==> config.mk <==
export PLATFORM = sky130hd
export DESIGN_NAME = uart_mem_bridge
export DESIGN_NICKNAME = d
export VERILOG_FILES = /design/src/rtl/uart_mem_pkg.sv /design/src/rtl/uart_mem_bridge.sv
export SDC_FILE = /design/constraint.sdc
export NUM_CORES = 1
export LEC_CHECK = 0
export ABC_CLOCK_PERIOD_IN_PS = 2600
export CAP_MARGIN = 0
export CORE_MARGIN = 2
export CORE_UTILIZATION = 53
export DETAILED_ROUTE_END_ITERATION = 12
export HOLD_SLACK_MARGIN = 0.06
export PLACE_DENSITY = 0.87
export SYNTH_ARGS = -nofsm -noshare
export SYNTH_HDL_FRONTEND = slang
export SYNTH_SLANG_ARGS = --single-unit
==> constraint.sdc <==
create_clock -name clk_i -period 2.6 [get_ports clk_i]
set_input_delay 0.26 -clock clk_i [delete_from_list [all_inputs] [get_ports clk_i]]
set_output_delay 0.26 -clock clk_i [all_outputs]
set_load 0.02 [all_outputs]
==> src/rtl/uart_mem_pkg.sv <==
// Shared constants, state encoding and byte-lane helper for the UART memory bridge.
// Frame fields are little-endian; 2-bit indices select the byte within a word.
package uart_mem_pkg;

    localparam logic [7:0] OP_READ       = 8'h00;
    localparam logic [3:0] OP_WRITE_HI   = 4'h1;
    localparam logic [7:0] ACK_BYTE      = 8'hA5;
    localparam logic [1:0] LAST_BYTE_IDX = 2'd3;

    typedef enum logic [2:0] {
        ST_IDLE      = 3'd0,
        ST_SEND_OP   = 3'd1,
        ST_SEND_ADDR = 3'd2,
        ST_SEND_DATA = 3'd3,
        ST_RECV_DATA = 3'd4,
        ST_RECV_ACK  = 3'd5,
        ST_DONE      = 3'd6
    } state_e;

    function automatic logic [7:0] word_byte(input logic [31:0] word, input logic [1:0] idx);
        case (idx)
            2'd0:    word_byte = word[7:0];
            2'd1:    word_byte = word[15:8];
            2'd2:    word_byte = word[23:16];
            default: word_byte = word[31:24];
        endcase
    endfunction

endpackage

==> src/rtl/uart_mem_bridge.sv <==
// Initiator side of the UART memory protocol: turns a core memory request into a tx byte
// frame and collects the rx response, with a per-byte timeout so the core never hangs.
module uart_mem_bridge
    import uart_mem_pkg::*;
#(
    parameter int unsigned TimeoutCycles = 2000000,
    parameter logic [31:0] TimeoutRdata  = 32'hDEAD_BEEF
) (
    input  logic        clk_i,
    input  logic        reset_i,
    input  logic        mem_valid_i,
    input  logic [31:0] mem_addr_i,
    input  logic [31:0] mem_wdata_i,
    input  logic [3:0]  mem_wstrb_i,
    output logic        mem_ready_o,
    output logic [31:0] mem_rdata_o,
    output logic [7:0]  tx_data_o,
    output logic        tx_valid_o,
    input  logic        tx_ready_i,
    input  logic [7:0]  rx_data_i,
    input  logic        rx_valid_i,
    output logic        rx_ready_o,
    output logic        err_o
);

    localparam int CNT_W = $clog2(TimeoutCycles);
    localparam logic [CNT_W-1:0] CNT_LAST = CNT_W'(TimeoutCycles - 1);

    state_e            r_state;
    logic [1:0]        r_idx;
    logic [CNT_W-1:0]  r_cnt;
    logic [31:0]       r_addr;
    logic [31:0]       r_wdata;
    logic [3:0]        r_wstrb;
    logic [23:0]       r_acc;
    logic              r_mem_ready;
    logic [31:0]       r_mem_rdata;
    logic [7:0]        r_tx_data;
    logic              r_tx_valid;
    logic              r_rx_ready;
    logic              r_err;

    logic w_tx_fire;
    logic w_rx_fire;
    logic w_is_write;
    logic w_cnt_expired;

    assign w_tx_fire     = r_tx_valid & tx_ready_i;
    assign w_rx_fire     = rx_valid_i & r_rx_ready;
    assign w_is_write    = |r_wstrb;
    assign w_cnt_expired = (r_cnt == CNT_LAST);

    assign mem_ready_o = r_mem_ready;
    assign mem_rdata_o = r_mem_rdata;
    assign tx_data_o   = r_tx_data;
    assign tx_valid_o  = r_tx_valid;
    assign rx_ready_o  = r_rx_ready;
    assign err_o       = r_err;

    // Frame sequencer; all outputs are registered alongside the state transitions.
    always_ff @(posedge clk_i) begin
        if (reset_i) begin
            r_state     <= ST_IDLE;
            r_idx       <= 2'd0;
            r_cnt       <= '0;
            r_addr      <= 32'h0000_0000;
            r_wdata     <= 32'h0000_0000;
            r_wstrb     <= 4'h0;
            r_acc       <= 24'h00_0000;
            r_mem_ready <= 1'b0;
            r_mem_rdata <= 32'h0000_0000;
            r_tx_data   <= 8'h00;
            r_tx_valid  <= 1'b0;
            r_rx_ready  <= 1'b1;
            r_err       <= 1'b0;
        end else begin
            case (r_state)
                ST_IDLE: begin
                    r_mem_ready <= 1'b0;
                    if (mem_valid_i) begin
                        r_addr     <= mem_addr_i;
                        r_wdata    <= mem_wdata_i;
                        r_wstrb    <= mem_wstrb_i;
                        r_idx      <= 2'd0;
                        r_tx_valid <= 1'b1;
                        r_tx_data  <= (mem_wstrb_i == 4'h0) ? OP_READ : {OP_WRITE_HI, mem_wstrb_i};
                        r_rx_ready <= 1'b0;
                        r_state    <= ST_SEND_OP;
                    end else begin
                        r_state <= ST_IDLE;
                    end
                end
                ST_SEND_OP: begin
                    if (w_tx_fire) begin
                        r_tx_data <= word_byte(r_addr, 2'd0);
                        r_state   <= ST_SEND_ADDR;
                    end else begin
                        r_state <= ST_SEND_OP;
                    end
                end
                ST_SEND_ADDR: begin
                    if (w_tx_fire && (r_idx == LAST_BYTE_IDX)) begin
                        r_idx <= 2'd0;
                        if (w_is_write) begin
                            r_tx_data <= word_byte(r_wdata, 2'd0);
                            r_state   <= ST_SEND_DATA;
                        end else begin
                            r_tx_valid <= 1'b0;
                            r_rx_ready <= 1'b1;
                            r_cnt      <= '0;
                            r_state    <= ST_RECV_DATA;
                        end
                    end else if (w_tx_fire) begin
                        r_idx     <= r_idx + 2'd1;
                        r_tx_data <= word_byte(r_addr, r_idx + 2'd1);
                    end else begin
                        r_state <= ST_SEND_ADDR;
                    end
                end
                ST_SEND_DATA: begin
                    if (w_tx_fire && (r_idx == LAST_BYTE_IDX)) begin
                        r_idx      <= 2'd0;
                        r_tx_valid <= 1'b0;
                        r_rx_ready <= 1'b1;
                        r_cnt      <= '0;
                        r_state    <= ST_RECV_ACK;
                    end else if (w_tx_fire) begin
                        r_idx     <= r_idx + 2'd1;
                        r_tx_data <= word_byte(r_wdata, r_idx + 2'd1);
                    end else begin
                        r_state <= ST_SEND_DATA;
                    end
                end
                // A byte arriving on the expiry cycle takes priority over the timeout.
                ST_RECV_DATA: begin
                    if (w_rx_fire) begin
                        r_cnt <= '0;
                        r_acc <= {rx_data_i, r_acc[23:8]};
                        if (r_idx == LAST_BYTE_IDX) begin
                            r_idx       <= 2'd0;
                            r_mem_rdata <= {rx_data_i, r_acc};
                            r_mem_ready <= 1'b1;
                            r_state     <= ST_DONE;
                        end else begin
                            r_idx <= r_idx + 2'd1;
                        end
                    end else if (w_cnt_expired) begin
                        r_cnt       <= '0;
                        r_idx       <= 2'd0;
                        r_err       <= 1'b1;
                        r_mem_rdata <= TimeoutRdata;
                        r_mem_ready <= 1'b1;
                        r_state     <= ST_DONE;
                    end else begin
                        r_cnt <= r_cnt + CNT_W'(1);
                    end
                end
                ST_RECV_ACK: begin
                    if (w_rx_fire) begin
                        r_cnt       <= '0;
                        r_err       <= r_err | (rx_data_i != ACK_BYTE);
                        r_mem_rdata <= 32'h0000_0000;
                        r_mem_ready <= 1'b1;
                        r_state     <= ST_DONE;
                    end else if (w_cnt_expired) begin
                        r_cnt       <= '0;
                        r_err       <= 1'b1;
                        r_mem_rdata <= TimeoutRdata;
                        r_mem_ready <= 1'b1;
                        r_state     <= ST_DONE;
                    end else begin
                        r_cnt <= r_cnt + CNT_W'(1);
                    end
                end
                ST_DONE: begin
                    r_mem_ready <= 1'b0;
                    r_state     <= ST_IDLE;
                end
                default: begin
                    r_mem_ready <= 1'b0;
                    r_tx_valid  <= 1'b0;
                    r_rx_ready  <= 1'b1;
                    r_idx       <= 2'd0;
                    r_cnt       <= '0;
                    r_state     <= ST_IDLE;
                end
            endcase
        end
    end

endmodule
# Word level (Yosys, flattened, before mapping)
# Cells that the tools add are included.
# totals
reg_bits	162
input_bits	81
out_inout_bits	44
# classes
n_addsub	2
eq_ne	26
mux	60
bitwise_logic	7
n_reduce_logical	23
# ops
op	n
$mux W32	4
$mux W21	5
$pmux W21 S4	1
$pmux W32 S2	1
$mux W8	7
$pmux W8 S3	2
$pmux W8 S4	1
$mux W3	9
$add A21 B1 Y21 const B	1
$eq A21 B21 Y1 const B	1
$ne A3 B3 Y1 const B	6
$pmux W3 S6	1
$mux W1	16
$ne A2 B2 Y1 const B	8
$mux W2	7
$reduce_and A2 Y1	5
$eq A3 B3 Y1 const B	3
$reduce_or A3 Y1	3
$ne A8 B8 Y1 const B	1
$pmux W1 S4	2
$pmux W2 S4	1
$reduce_and A4 Y1	2
$reduce_or A4 Y1	2
$reduce_and A7 Y1	1
other kinds (21)	28

# Logic depth before layout (Yosys ltp)
# logic_depth
ltp_word	6
mapped_depth	8
mapped_depth_nobuf	7

# Worst setup path before layout
# No wires, ideal clock.
# synth_timing
kind	register to register
start	register r_cnt[7]
end	register r_cnt[7]
setup_time_ns	0.114
arrival_ns	1.980
required_ns	2.486
setup_slack_ns	0.506
path_stages_with_launch	7
path_buffers	1
cell_sequence	dfxtp_1 or4b_1 or4_4 o21ai_2 a21o_2 buf_6 nor2_1
# synth_via
elab_chain_len	4
word_cells_on_any_way	5
cone_classes	add/sub: 1; eq/ne: 1; mux: 3
# synth_lines
item	line	source
start, declared	uart_mem_bridge.sv:31	logic [CNT_W-1:0] r_cnt;
start signal, assigned	uart_mem_bridge.sv:155	r_cnt <= r_cnt + CNT_W'(1);
start signal, assigned	uart_mem_bridge.sv:172	r_cnt <= r_cnt + CNT_W'(1);
$add A21 B1 Y21 / $eq A21 B21 Y1 (equally long branches)	uart_mem_bridge.sv:155, uart_mem_bridge.sv:172, uart_mem_bridge.sv:51	
$mux W21 (*)	uart_mem_bridge.sv:147, uart_mem_bridge.sv:165	
$mux W21 (*)	uart_mem_bridge.sv:136	if (w_rx_fire) begin
$pmux W21 S4 (*)	uart_mem_bridge.sv:77	case (r_state)
# Every way passes the cells marked *; elsewhere a longest branch is shown, timed or not.
# A chain may end at the register's enable or synchronous reset.

# Worst setup path in the final report
# layout_timing
start	register r_cnt[7]
end	register r_cnt[10]
# The elaborated chain is that of the path after synthesis.

==> summary.txt <==
Global routing
  • Number of global-route vias before repair: 6341
  • Largest net degree at the start of global routing: 69
  • First-pass GRT wire length: 30800 um
  • Final global-route overflow total: 0
  • Initial antenna violation count: 0
  • Total track usage: 0.267

Pwr
  • Total power: 6.23 mW
  • P_leak: 3.16 nW
  • Internal power: 4.60 mW
  • Max IR drop VDD: 0.529 mV
  • Pwr dens: 682 nW/um^2
  • Switching Fraction: 0.262
  • Clock share of power: 0.417
  • Net Switching: 1.63 mW
  • Sequential power share: 0.440
  • Comb pwr share: 0.143

Worst setup path
  • Critical path capture point type: flop
  • R2R Setup Slk: 0.24 ns
  • Critical Path AT: 2.66 ns
  • CP Max Fanout: 15
  • Kind of critical path: reg2reg
  • CP required: 2.90 ns
  • Reg-to-reg critical path endpoint: r_cnt[10]
  • R2r worst-path depth: 5
  • Critical path startpoint category: flop
  • Reg2Reg Launch Point: r_cnt[7]

Routing
  • DR vias: 6728
  • Drt pass-1 iters: 7
  • Antenna viol nets, final: 0
  • Per-cell routed wire length: 16.4 um
  • 1st-iter DRT viols: 891
  • Remaining DRCs: 0
  • Vias per std cell: 5.82
  • Routed wire length: 19000 um

Placed design
  • Final GP Congestion: 0.860
  • Port Buffers: 124
  • Post-DP HPWL: 12600 um

Yosys
  • Leading register cell type out of synthesis: dfxtp_1
  • Cell count after synthesis: 864
  • Synth Register Bits: 162
  • Avg Cell Area, Syn: 8.27 um^2
  • Top cells by area, synth: dfxtp_1 45%, nand2_1 13%, a21oi_1 7.8%
  • Syn nets: 951
  • Post-synth ARST share: 0
  • Post-synth EDFFs: 0
  • Distinct cells, synth: 66
  • Sequential area share after synthesis: 0.454
  • Synth Cell Area: 7150 um^2
  • Yosys top cell by area: dfxtp_1
  • Cell with the most instances after synthesis: nand2_1
  • Synth top area share: 0.454
  • Top post-synthesis cells by count: 241 x nand2_1, 162 x dfxtp_1, 112 x a21oi_1
  • Synth Warn #: 0

Finish
  • Fill cells: 989
  • Final core utilization: 0.692
  • Reg area: 3240 um^2
  • Layout cells sized above 1: 0.105
  • Layout Nets: 1054
  • Ant diodes: 0
  • Area of the multi-input gates: 3490 um^2
  • Area growth syn-to-layout: 27.7%

Worst hold path
  • Worst hold stages: 2
  • Worst min-delay path startpoint: reset_i
  • Worst hold-check path type: in2reg
  • Hold Path Sink: err_o

Clocking
  • Max clock buf depth: 2
  • CTS tree: yes
  • Hold-fix buffers at CTS: 0
  • CTS Sinks: 162
  • Postcts setup bufs: 0
  • Num CTS Buffers: 17
  • Clock latency on the worst-skew pair: 0.43 ns
  • CTS root buf: clkbuf_16
  • Clock slew at reported path FFs: 0.06 ns
  • H-Tree Depth: 4
  • Post-CTS Resized: 0

STA
  • # setup viols final: 0
  • Period utilization: 0.906
  • Setup TNS: 0 ns
  • RSZ-0062 raised after global routing: no
  • Final hold vios: 0
  • Slew Viols, Final: 0
  • Tmin final: 2.36 ns
  • Slew headroom: 0.203
  • Slew @ Worst Pin: 1.19 ns
  • Clock Skews: 0.00799 ns
  • Fin Hold WS: 0.227 ns
  • Fmax: 424 MHz

Die
  • Starting Density: 0.542
  • Site Rows: 42
  • Die width: 120 um
  • # IOs: 125
  • Die height: 120 um
  • Area of the core: 13200 um^2
  • Die area: 14400 um^2

Run
  • Max Cap Viol: 0

Run status
  • Outcome: finished, final reports clean
==> logic make-up after synthesis <==
logic type | count (synthesis) | synth area share
compound gates | 237 | 0.234
xor+xnor | 15 | 0.0184
fa+ha+maj | 6 | 0.0105
buf+inv | 94 | 0.0611
flops | 162 | 0.454
mux | 9 | 0.0128
simple gates | 341 | 0.209
==> how the worst max path moves through the flow <==
stage               start         endpoint  slack, ns  cells after the start
6_report         r_cnt[7]        r_cnt[10]       0.24                      5
5_1_grt          r_cnt[7]        r_cnt[10]       0.12                      5
4_1_cts          r_cnt[7]  mem_rdata_o[19]       0.25                      5
3_5_place_dp   rx_valid_i   mem_rdata_o[3]       0.24                      5
3_3_place_gp   rx_valid_i   mem_rdata_o[3]       0.28                      5
2_1_floorplan    r_cnt[7]         r_cnt[7]       0.51                      6
==> sequential cells by signal, summed over array words and instances, names as in the netlist, 2 cells and up <==
register     count
r_wdata         32
r_state          3
r_idx            2
r_wstrb          4
r_acc           24
tx_data_o        8
r_addr          32
mem_rdata_o     32
r_cnt           21
==> cell type report <==
class,count,share of cell area
Sequential cell,162,0.355
Clock inverter,12,0.0167
Clock buffer,20,0.0511
Inverter,34,0.0140
Multi-Input combinational cell,608,0.382
Timing Repair Buffer,144,0.156
Tap cell,176,0.0241
==> critical path: stages, from the launching register on <==
cell	delay, ns
dfxtp_1	0.37
or4b_1	0.53
or4_4	0.52
o21ai_2	0.35
a21o_2	0.37
nor2_1	0.11
==> power by group through the flow <==
stage               Combinational (mW)  Clock [mW]  Sequential, mW
finish                           0.892        2.59            2.74
global route                     0.979        2.72            2.75
CTS                              0.885        2.61            2.73
detailed placement               0.880           0            2.78
global placement                 0.867           0            2.78
floorplan                        0.505           0            2.78
==> cells in the final DEF (no fill, tap or decap), types with 4 or more instances in the layout <==
cell type        instances
a221oi_2                23
nor2b_1                  5
nand4_1                  9
xor2_1                  13
o21ai_0                 30
ha_1                     6
mux2i_1                  8
clkinv_2                 4
and3_1                   4
dfxtp_1                162
clkbuf_16               17
nand3_1                 13
inv_1                   33
nor3b_1                  8
a31oi_1                  5
buf_4                   18
a31o_2                   8
o21a_1                  10
a222oi_1                19
clkdlybuf4s50_1        123
a22oi_1                  4
nor2_1                  28
a21oi_1                112
nand3b_1                 4
nand2_1                241
==> per-layer routing <==
| metal | routed length [um] | track usage | share of wire |
|---|---|---|---|
| met1 | 8090 | 0.334 | 0.43 |
| met2 | 9030 | 0.441 | 0.48 |
| met3 | 1450 | 0.0694 | 0.077 |
| met4 | 386 | 0.103 | 0.020 |
| met5 | 0 | 0 | 0 |
==> metrics by stage <==
step / std cells / worst slack, ns / area [um^2]
after global placement: 1124 / 0.279 / 8510
final: 1156 / 0.243 / 9130
after floorplan: 864 / 0.506 / 7150
after global routing: 1156 / 0.120 / 9130
after detailed placement: 1124 / 0.239 / 8510
after CTS: 1156 / 0.250 / 9130
(Power assumes the default switching activity.)
